## config.mk

```make
export PLATFORM = sky130hd
export DESIGN_NAME = uart_transceiver
export DESIGN_NICKNAME = d
export VERILOG_FILES = /design/src/rtl/uart_transceiver.sv
export SDC_FILE = /design/constraint.sdc
export NUM_CORES = 1
export LEC_CHECK = 0
export CAP_MARGIN = 30
export CORE_MARGIN = 2
export CORE_UTILIZATION = 43
export DETAILED_ROUTE_END_ITERATION = 8
export PLACE_DENSITY_LB_ADDON = 0.3
export SETUP_SLACK_MARGIN = 0.15
export SLEW_MARGIN = 20
export SYNTH_ARGS = -nofsm -noshare
export SYNTH_HDL_FRONTEND = slang
export SYNTH_SLANG_ARGS = --single-unit
```

## constraint.sdc

```tcl
create_clock -name clk -period 3.9 [get_ports clk]
set_clock_uncertainty 0.15 [all_clocks]
set_input_delay 0.39 -clock clk [delete_from_list [all_inputs] [get_ports clk]]
set_output_delay 0.39 -clock clk [all_outputs]
set_load 0.02 [all_outputs]
```

## src/rtl/uart_transceiver.sv

```systemverilog
// uart_transceiver: full-duplex UART with shared baud-tick generator; UART_RX_MAJORITY_EN enables 3-sample RX voting
module uart_transceiver #(
  parameter int DATA_BITS  = 8,
  parameter int PAR_MODE   = 0,
  parameter int STOP_BITS  = 1,
  parameter int OVERSAMPLE = 16,
  parameter int DIV_W      = 16
) (
  input  logic                 clk,
  input  logic                 rst_n,
  input  logic [DIV_W-1:0]     baud_div,
  input  logic                 tx_start,
  input  logic [DATA_BITS-1:0] tx_data,
  output logic                 tx,
  output logic                 tx_busy,
  output logic                 tx_done,
  input  logic                 rx,
  output logic [DATA_BITS-1:0] rx_data,
  output logic                 rx_valid,
  output logic                 rx_parity_err,
  output logic                 rx_frame_err
);
  localparam int TW = $clog2(OVERSAMPLE);
  localparam int BW = 4;
`ifdef UART_RX_MAJORITY_EN
  localparam int DLY = 1;
`else
  localparam int DLY = 0;
`endif
  localparam logic [TW-1:0] T_LAST = TW'(OVERSAMPLE - 1);
  localparam logic [TW-1:0] T_MID  = TW'(OVERSAMPLE / 2 - 1 + DLY);
  localparam logic [BW-1:0] D_LAST = BW'(DATA_BITS - 1);
  localparam logic [BW-1:0] S_LAST = BW'(STOP_BITS - 1);
  localparam bit HAS_PAR = PAR_MODE != 0;
  localparam bit ODD     = PAR_MODE == 2;

  typedef enum logic [2:0] {IDLE, START, DATA, PARITY, STOP} state_e;

  logic [DIV_W-1:0] cnt_q;
  logic             tick;
  assign tick = cnt_q == baud_div;

  // free-running baud counter, wraps on tick
  always_ff @(posedge clk)
    if (!rst_n) cnt_q <= '0;
    else cnt_q <= tick ? '0 : cnt_q + 1'b1;

  state_e                 tst_q, tst_d;
  logic [TW-1:0]          ttk_q, ttk_d;
  logic [BW-1:0]          tbit_q, tbit_d;
  logic [DATA_BITS-1:0]   tsh_q, tsh_d;
  logic                   tpar_q, tpar_d, tx_q, tx_d, tdone_q, tdone_d, tend;
  assign tend    = tick && ttk_q == T_LAST;
  assign tx      = tx_q;
  assign tx_busy = tst_q != IDLE;
  assign tx_done = tdone_q;

  // TX state register; the line itself is registered so it never glitches
  always_ff @(posedge clk)
    if (!rst_n) begin
      tst_q   <= IDLE;
      ttk_q   <= '0;
      tbit_q  <= '0;
      tsh_q   <= '0;
      tpar_q  <= 1'b0;
      tx_q    <= 1'b1;
      tdone_q <= 1'b0;
    end else begin
      tst_q   <= tst_d;
      ttk_q   <= ttk_d;
      tbit_q  <= tbit_d;
      tsh_q   <= tsh_d;
      tpar_q  <= tpar_d;
      tx_q    <= tx_d;
      tdone_q <= tdone_d;
    end

  // TX next state: each bit spans OVERSAMPLE ticks, line level derived from the next state
  always_comb begin
    tst_d   = tst_q;
    ttk_d   = ttk_q;
    tbit_d  = tbit_q;
    tsh_d   = tsh_q;
    tpar_d  = tpar_q;
    tdone_d = 1'b0;
    if (tst_q != IDLE && tick) ttk_d = tend ? '0 : ttk_q + 1'b1;
    case (tst_q)
      IDLE: if (tx_start) begin
        tst_d  = START;
        ttk_d  = '0;
        tsh_d  = tx_data;
        tpar_d = ^tx_data ^ ODD;
      end
      START: if (tend) begin
        tst_d  = DATA;
        tbit_d = '0;
      end
      DATA: if (tend) begin
        tsh_d  = tsh_q >> 1;
        tbit_d = tbit_q + 1'b1;
        if (tbit_q == D_LAST) begin
          tst_d  = HAS_PAR ? PARITY : STOP;
          tbit_d = '0;
        end
      end
      PARITY: if (tend) tst_d = STOP;
      STOP: if (tend) begin
        tbit_d = tbit_q + 1'b1;
        if (tbit_q == S_LAST) begin
          tst_d   = IDLE;
          tdone_d = 1'b1;
        end
      end
      default: tst_d = IDLE;
    endcase
    tx_d = tst_d == START ? 1'b0 : tst_d == DATA ? tsh_d[0] : tst_d == PARITY ? tpar_d : 1'b1;
  end

  state_e               rst_q, rst_d;
  logic [TW-1:0]        rtk_q, rtk_d;
  logic [BW-1:0]        rbit_q, rbit_d;
  logic [DATA_BITS-1:0] rsh_q, rsh_d, rdata_q, rdata_d;
  logic                 s1_q, s2_q, pacc_q, pacc_d, facc_q, facc_d, brk_q, brk_d;
  logic                 rvalid_q, rvalid_d, rperr_q, rperr_d, rferr_q, rferr_d;
  logic                 rdec, bv;
  assign rdec          = tick && rtk_q == (rst_q == START ? T_MID : T_LAST);
  assign rx_data       = rdata_q;
  assign rx_valid      = rvalid_q;
  assign rx_parity_err = rperr_q;
  assign rx_frame_err  = rferr_q;

`ifdef UART_RX_MAJORITY_EN
  logic [1:0] win_q;
  assign bv = (win_q[1] & win_q[0]) | (win_q[1] & s2_q) | (win_q[0] & s2_q);

  // per-tick sample history; the vote completes on the tick after the bit centre
  always_ff @(posedge clk)
    if (!rst_n) win_q <= 2'b11;
    else if (tick) win_q <= {win_q[0], s2_q};
`else
  assign bv = s2_q;
`endif

  // RX synchronizer and state register
  always_ff @(posedge clk)
    if (!rst_n) begin
      s1_q     <= 1'b1;
      s2_q     <= 1'b1;
      rst_q    <= IDLE;
      rtk_q    <= '0;
      rbit_q   <= '0;
      rsh_q    <= '0;
      pacc_q   <= 1'b0;
      facc_q   <= 1'b0;
      brk_q    <= 1'b0;
      rdata_q  <= '0;
      rvalid_q <= 1'b0;
      rperr_q  <= 1'b0;
      rferr_q  <= 1'b0;
    end else begin
      s1_q     <= rx;
      s2_q     <= s1_q;
      rst_q    <= rst_d;
      rtk_q    <= rtk_d;
      rbit_q   <= rbit_d;
      rsh_q    <= rsh_d;
      pacc_q   <= pacc_d;
      facc_q   <= facc_d;
      brk_q    <= brk_d;
      rdata_q  <= rdata_d;
      rvalid_q <= rvalid_d;
      rperr_q  <= rperr_d;
      rferr_q  <= rferr_d;
    end

  // RX next state: arm on low, confirm at start centre, then sample every OVERSAMPLE ticks
  always_comb begin
    rst_d    = rst_q;
    rtk_d    = rtk_q;
    rbit_d   = rbit_q;
    rsh_d    = rsh_q;
    pacc_d   = pacc_q;
    facc_d   = facc_q;
    brk_d    = brk_q & ~s2_q;
    rdata_d  = rdata_q;
    rvalid_d = 1'b0;
    rperr_d  = rperr_q;
    rferr_d  = rferr_q;
    if (rst_q != IDLE && tick) rtk_d = rdec ? '0 : rtk_q + 1'b1;
    case (rst_q)
      IDLE: if (tick && !s2_q && !brk_q) begin
        rst_d = START;
        rtk_d = '0;
      end
      START: if (rdec) begin
        rst_d  = bv ? IDLE : DATA;
        rbit_d = '0;
        pacc_d = ODD;
        facc_d = 1'b0;
      end
      DATA: if (rdec) begin
        rsh_d  = {bv, rsh_q[DATA_BITS-1:1]};
        pacc_d = pacc_q ^ bv;
        rbit_d = rbit_q + 1'b1;
        if (rbit_q == D_LAST) begin
          rst_d  = HAS_PAR ? PARITY : STOP;
          rbit_d = '0;
        end
      end
      PARITY: if (rdec) begin
        pacc_d = pacc_q ^ bv;
        rst_d  = STOP;
      end
      STOP: if (rdec) begin
        facc_d = facc_q | ~bv;
        rbit_d = rbit_q + 1'b1;
        if (rbit_q == S_LAST) begin
          rst_d    = IDLE;
          rvalid_d = 1'b1;
          rdata_d  = rsh_q;
          rperr_d  = HAS_PAR && pacc_q;
          rferr_d  = facc_d;
          brk_d    = facc_d;
        end
      end
      default: rst_d = IDLE;
    endcase
  end
endmodule

```

Word level (Yosys, flattened, before mapping). Index checks and enable logic that the tools add are counted.

Register bits: 71. Input bits: 28. Logic and storage cells: 137.

Reductions and logical operators: 29. Add/subtract/negate cells: 5. Eq/ne operators: 27. Mux-type cells: 52. Bitwise gates (word level): 4.

Operators with widths (number): two-way mux 4 bit (17); two-way mux 3 bit (14); case mux 3 bit (5 select lines) (2); case mux 4 bit (3 select lines) (2); != test 2 bit, second input constant (11); equality test 3 x 2 -> 1 bit, second input constant (6); adder 16 x 1 -> 16 bit, second input constant (1); adder 4 x 1 -> 4 bit, second input constant (4); equality test 16 bit (1); two-way mux 8 bit (2); case mux 8 bit (2 select lines) (1); AND reduction 3 bit (5); two-way mux 1 bit (12); nonzero test 3 bit (4); equality test 3 x 1 -> 1 bit, second input constant (3); equality test 4 x 3 -> 1 bit, second input constant (2); zero test 4 bit (2); AND reduction 4 bit (2); XOR reduction 8 bit (1); AND reduction 7 bit (1); equality test 3 bit, second input constant (2); logical AND 1 bit (6); zero test 3 bit (2); equality test 4 bit (1); other kinds (10) (13).

Depth between registers and ports, before layout.
Depth in word-level cells: 8. Mapped depth: 8.

Worst setup path before layout. Ideal clock, no wire load.

Path type: register to register. Start point: register ttk_q[0]. End point: register tx_q, in the netlist tx. Path buffers: 1. Arrival time: 1837 ps. Period minus slack after synthesis: 2121 ps. Slack: 1779 ps. Data required time: 3616 ps. Library setup time: 134 ps. Stages on the path, launching flop included: 9. Path through: dfxtp_1 > ha_1 > and3_1 > clkbuf_1 > mux2_2 > a211oi_1 > mux2i_1 > nor4_1 > a22oi_1.

Longest elaborated chain between the ends: 8. Elaborated cells between the ends (all ways): 15. Classes of those cells: 4 x eq/ne; 10 x mux; 1 x reduce/logical.

RTL lines: start, declared (RTL line 49) `logic [TW-1:0] ttk_q, ttk_d;`; start signal, assigned (RTL line 70) `ttk_q <= ttk_d;`; equality test 4 bit (*) (RTL line 53) `assign tend = tick && ttk_q == T_LAST;`; logical AND 1 bit (*) (RTL line 53); two-way mux 3 bit (on tied branches); case mux 3 bit (5 select lines) (RTL line 87) `case (tst_q)`; equality test 3 x 2 -> 1 bit (RTL line 116) `tx_d = tst_d == START ? 1'b0 : tst_d == DATA ? tsh_d[0] : tst_d == PARITY ? tpar_d : 1'b1;`; two-way mux 1 bit (2 in series) (RTL line 116); two-way mux 1 bit (*) (RTL line 116); end signal, assigned (RTL line 74) `tx_q <= tx_d;`; end, declared (RTL line 52) `logic tpar_q, tpar_d, tx_q, tx_d, tdone_q, tdone_d, tend;`.

Every way passes the cells marked *; elsewhere a longest branch is shown, timed or not. The select of a mux whose other input is x is not followed. A chain may end at the register's enable or synchronous reset.

Worst setup path after layout.
Start point: input port baud_div[1]. End point: register tbit_q[3].

Longest elaborated chain between the ends: 4. Elaborated cells between the ends (all ways): 6. Classes of those cells: 4 x eq/ne; 2 x reduce/logical.

RTL lines: start, declared (RTL line 11) `input logic [DIV_W-1:0] baud_div,`; equality test 16 bit (*) (RTL line 41) `assign tick = cnt_q == baud_div;`; logical AND 1 bit (*) (RTL line 53); != test 2 bit (no source line); AND reduction 4 bit (no source line) (*); end signal, assigned (RTL line 71) `tbit_q <= tbit_d;`; end, declared (RTL line 50) `logic [BW-1:0] tbit_q, tbit_d;`.

Every way passes the cells marked *; elsewhere a longest branch is shown, timed or not.

==> results by group <==
Logic synthesis
  – Post-synth top flop: dfxtp_1
  – Post-synth top area share: 0.408
  – Yosys reg bits: 71
  – Cell with the most instances after synthesis: dfxtp_1
  – Synth area leader: dfxtp_1
  – EDFF count, synth: 0
  – Synth warn: 0
  – Top post-synthesis cells by area: dfxtp_1 (41%), xor2_1 (6.5%), mux2i_1 (5.8%), nor2_1 (5.3%), a21oi_1 (4.5%)
  – Synthesized cell area: 3480 um2
  – Mean post-synth cell area: 8.68 um2
  – Seq/Total Area, Yosys: 0.408
  – Top cells by count, synth: dfxtp_1 (71), nor2_1 (49), nand2_1 (35)
  – Syn_nets: 436
  – Netlist cell types: 52
  – Cells after Synth: 401
  – Async S/R FF share, synth: 0

Floorplan
  – Die W: ~94 um
  – Core box area: 7770 um2
  – Initial Util: 0.448
  – Vert. Die Dim: about 94 um
  – I/O pin total: 42
  – Die area: 8830 um2
  – Core Rows: 32

Timing
  – Rel. slew slack: 0.509
  – Maximum clock rate: about 0.35 GHz
  – Final Hold Fails: 0
  – Slew Viols, Final: 0
  – Worst-margin pin slew: roughly 0.74 ns
  – Sum Neg Setup Slack: 0 ns
  – Crit path time final: 2.83 ns
  – Final setup violation count: 0
  – RSZ-0062 raised after global routing: no
  – Post-route setup slack: between 1 and 1.5 ns
  – Period utilization: 0.725

Final layout
  – Layout Nets: 473
  – N_diodes: 0
  – Fin util: 0.541
  – Area added between synthesis and finish: 20.7%
  – Share of post-route cells with drive strength above 1: 0.0700
  – Fillers: 740

Critical path
  – Worst Setup Start Kind: input port
  – Reg-to-Reg End: tbit_q[3]
  – CP Class: input port to flip-flop
  – Critical-path maximum fanout: 18
  – FF-to-FF path depth: 6
  – Reg-to-Reg Start: cnt_q[3]
  – Worst path arrival time: about 3 ns
  – Critical path capture point type: flip-flop
  – Worst Path Required: approximately 4 ns
  – R2R setup slack: ~1.2 ns

Clock network
  – # clock sinks: 71
  – Post-CTS setup buffers: 0
  – Worst-Skew Late Latency: between 0.3 and 0.4 ns
  – TritonCTS clock tree: built
  – Root Driver: clkbuf_8
  – Post-CTS Hold Fix Bufs: 0
  – H-tree depth: 3
  – Clock Path Buffers: 2
  – Clock slew at reported path FFs: 0.08 ns
  – Post_cts resized: 0
  – TritonCTS Buffers: 9

Routing
  – Iter 0 DRT Violations: 172
  – Drt via density: a little over 5
  – Number of nets with antenna violations after routing: 0
  – First-pass iteration count of the detailed router: 4
  – Via count: about 2,800
  – Drt wl/cell: about 13 um
  – DRC viols: 0
  – DRT Wirelength: between 6000 and 7000 um

Run
  – Max Cap Violations: 0

Placed design
  – DP HPWL: between 5000 and 6000 um
  – Number of port buffers: 40
  – Gpl congestion: ~0.79
  – Pre-CTS setup slack: roughly 0.74 ns

Hold path
  – Worst Hold Depth: 1
  – Hold EP: bv
  – Worst hold path class: flip-flop to flip-flop
  – Hold path start: s1_q

Global routing
  – Initial antenna violation count: 0
  – GRT Overall Usage: 0.169
  – First-pass GRT wire length: 11,900 um
  – Pin count of the biggest net entering global routing: 43
  – GRT overflow: 0
  – Vias in the first global route: 2,768

Pwr
  – P_leak: approximately 0.0017 uW
  – Power per cell area: between 300 and 400 nW/um2
  – Maximum ir drop on the vdd rail: 201 uV

Outcome
  – Outcome: finished, final reports clean
==> cells in the final DEF (no fill, tap or decap), types with 5 or more instances in the layout <==
master            n
a21oi_1          31
a22oi_1           7
and2_1            7
and3_1            5
clkbuf_8         10
clkdlybuf4s50_1  40
dfxtp_1          71
ha_1              7
inv_1             7
mux2i_1          20
nand2_1          35
nand2b_1         11
nand3_1          16
nor2_1           49
nor2b_1           5
nor3_1            5
o21ai_0          12
or3_1             8
xnor2_1          14
xor2_1           26
==> state kept, by name (all words and copies together), names as in the netlist, 4 cells and up <==
signal and cells:
tsh_q 8, cnt_q 16, rx_data 8, ttk_q 4, rbit_q 4, rtk_q 4
rsh_q 8, tbit_q 4
==> final cells by class <==
class	instances	area, um2	area share
multi-input combinational	305	1950	0.463
sequential	71	1420	0.338
timing repair buffer	43	423	0.101
clock buffer	10	138	0.0328
tap	102	128	0.0304
clock inverter	6	116	0.0277
inverter	8	30.0	0.00715
==> routing by layer <==
metal | vias to the layer above | track usage | routed length, um
li1 | 1451 | - | -
met1 | 1306 | 0.201 | 3180
met2 | 55 | 0.296 | 3430
met3 | 6 | 0.0369 | 259
met4 | 0 | 0.0640 | 85
met5 | - | 0 | 0
==> how the worst max path moves through the flow <==
| stage | from | end | slack (ns) | cells after the start |
|---|---|---|---|---|
| after floorplan | ttk_q[0] | tx | 1.78 | 8 |
| after global placement | baud_div[1] | tbit_q[3] | 0.84 | 7 |
| after detailed placement | baud_div[1] | tbit_q[3] | 0.74 | 7 |
| after CTS | baud_div[1] | tbit_q[3] | 1.09 | 7 |
| after global routing | baud_div[1] | tbit_q[3] | 0.84 | 7 |
| final | baud_div[1] | tbit_q[3] | 1.07 | 7 |
==> worst max-delay path, cell delays in order <==
cell             delay, ns
clkdlybuf4s50_1       0.41
xor2_1                0.18
nor4_2                0.35
and4_1                0.73
nand3_4               0.19
or4_1                 0.53
a21oi_1               0.15
==> cells by family (layout without fill, tap and decap cells) <==
family          count (synthesis)  after routing  share of synthesized area
flops                          71             71                      0.408
other cells                     1              1                    0.00108
simple gates                  172            172                      0.263
buf+inv                        25             67                     0.0327
fa+ha+maj                       7              7                     0.0252
compound gates                 64             64                      0.109
xor+xnor                       40             40                      0.101
mux                            21             21                     0.0607
==> through the flow <==
step	total power, uW	hold WS (ns)	cell area, um2	instances
2_1_floorplan	827	0.236	3480	401
3_3_place_gp	873	0.240	3950	529
3_5_place_dp	876	0.249	3950	529
4_1_cts	1600	0.269	4200	545
5_1_grt	1650	0.314	4200	545
6_report	1580	0.267	4200	545
==> power breakdown <==
part           switching, uW  leakage (uW)  internal, uW
Clock                    279      0.000127           447
Sequential              10.6      0.000575           736
Combinational           53.6      0.000950          58.6
(Power assumes the default switching activity.)
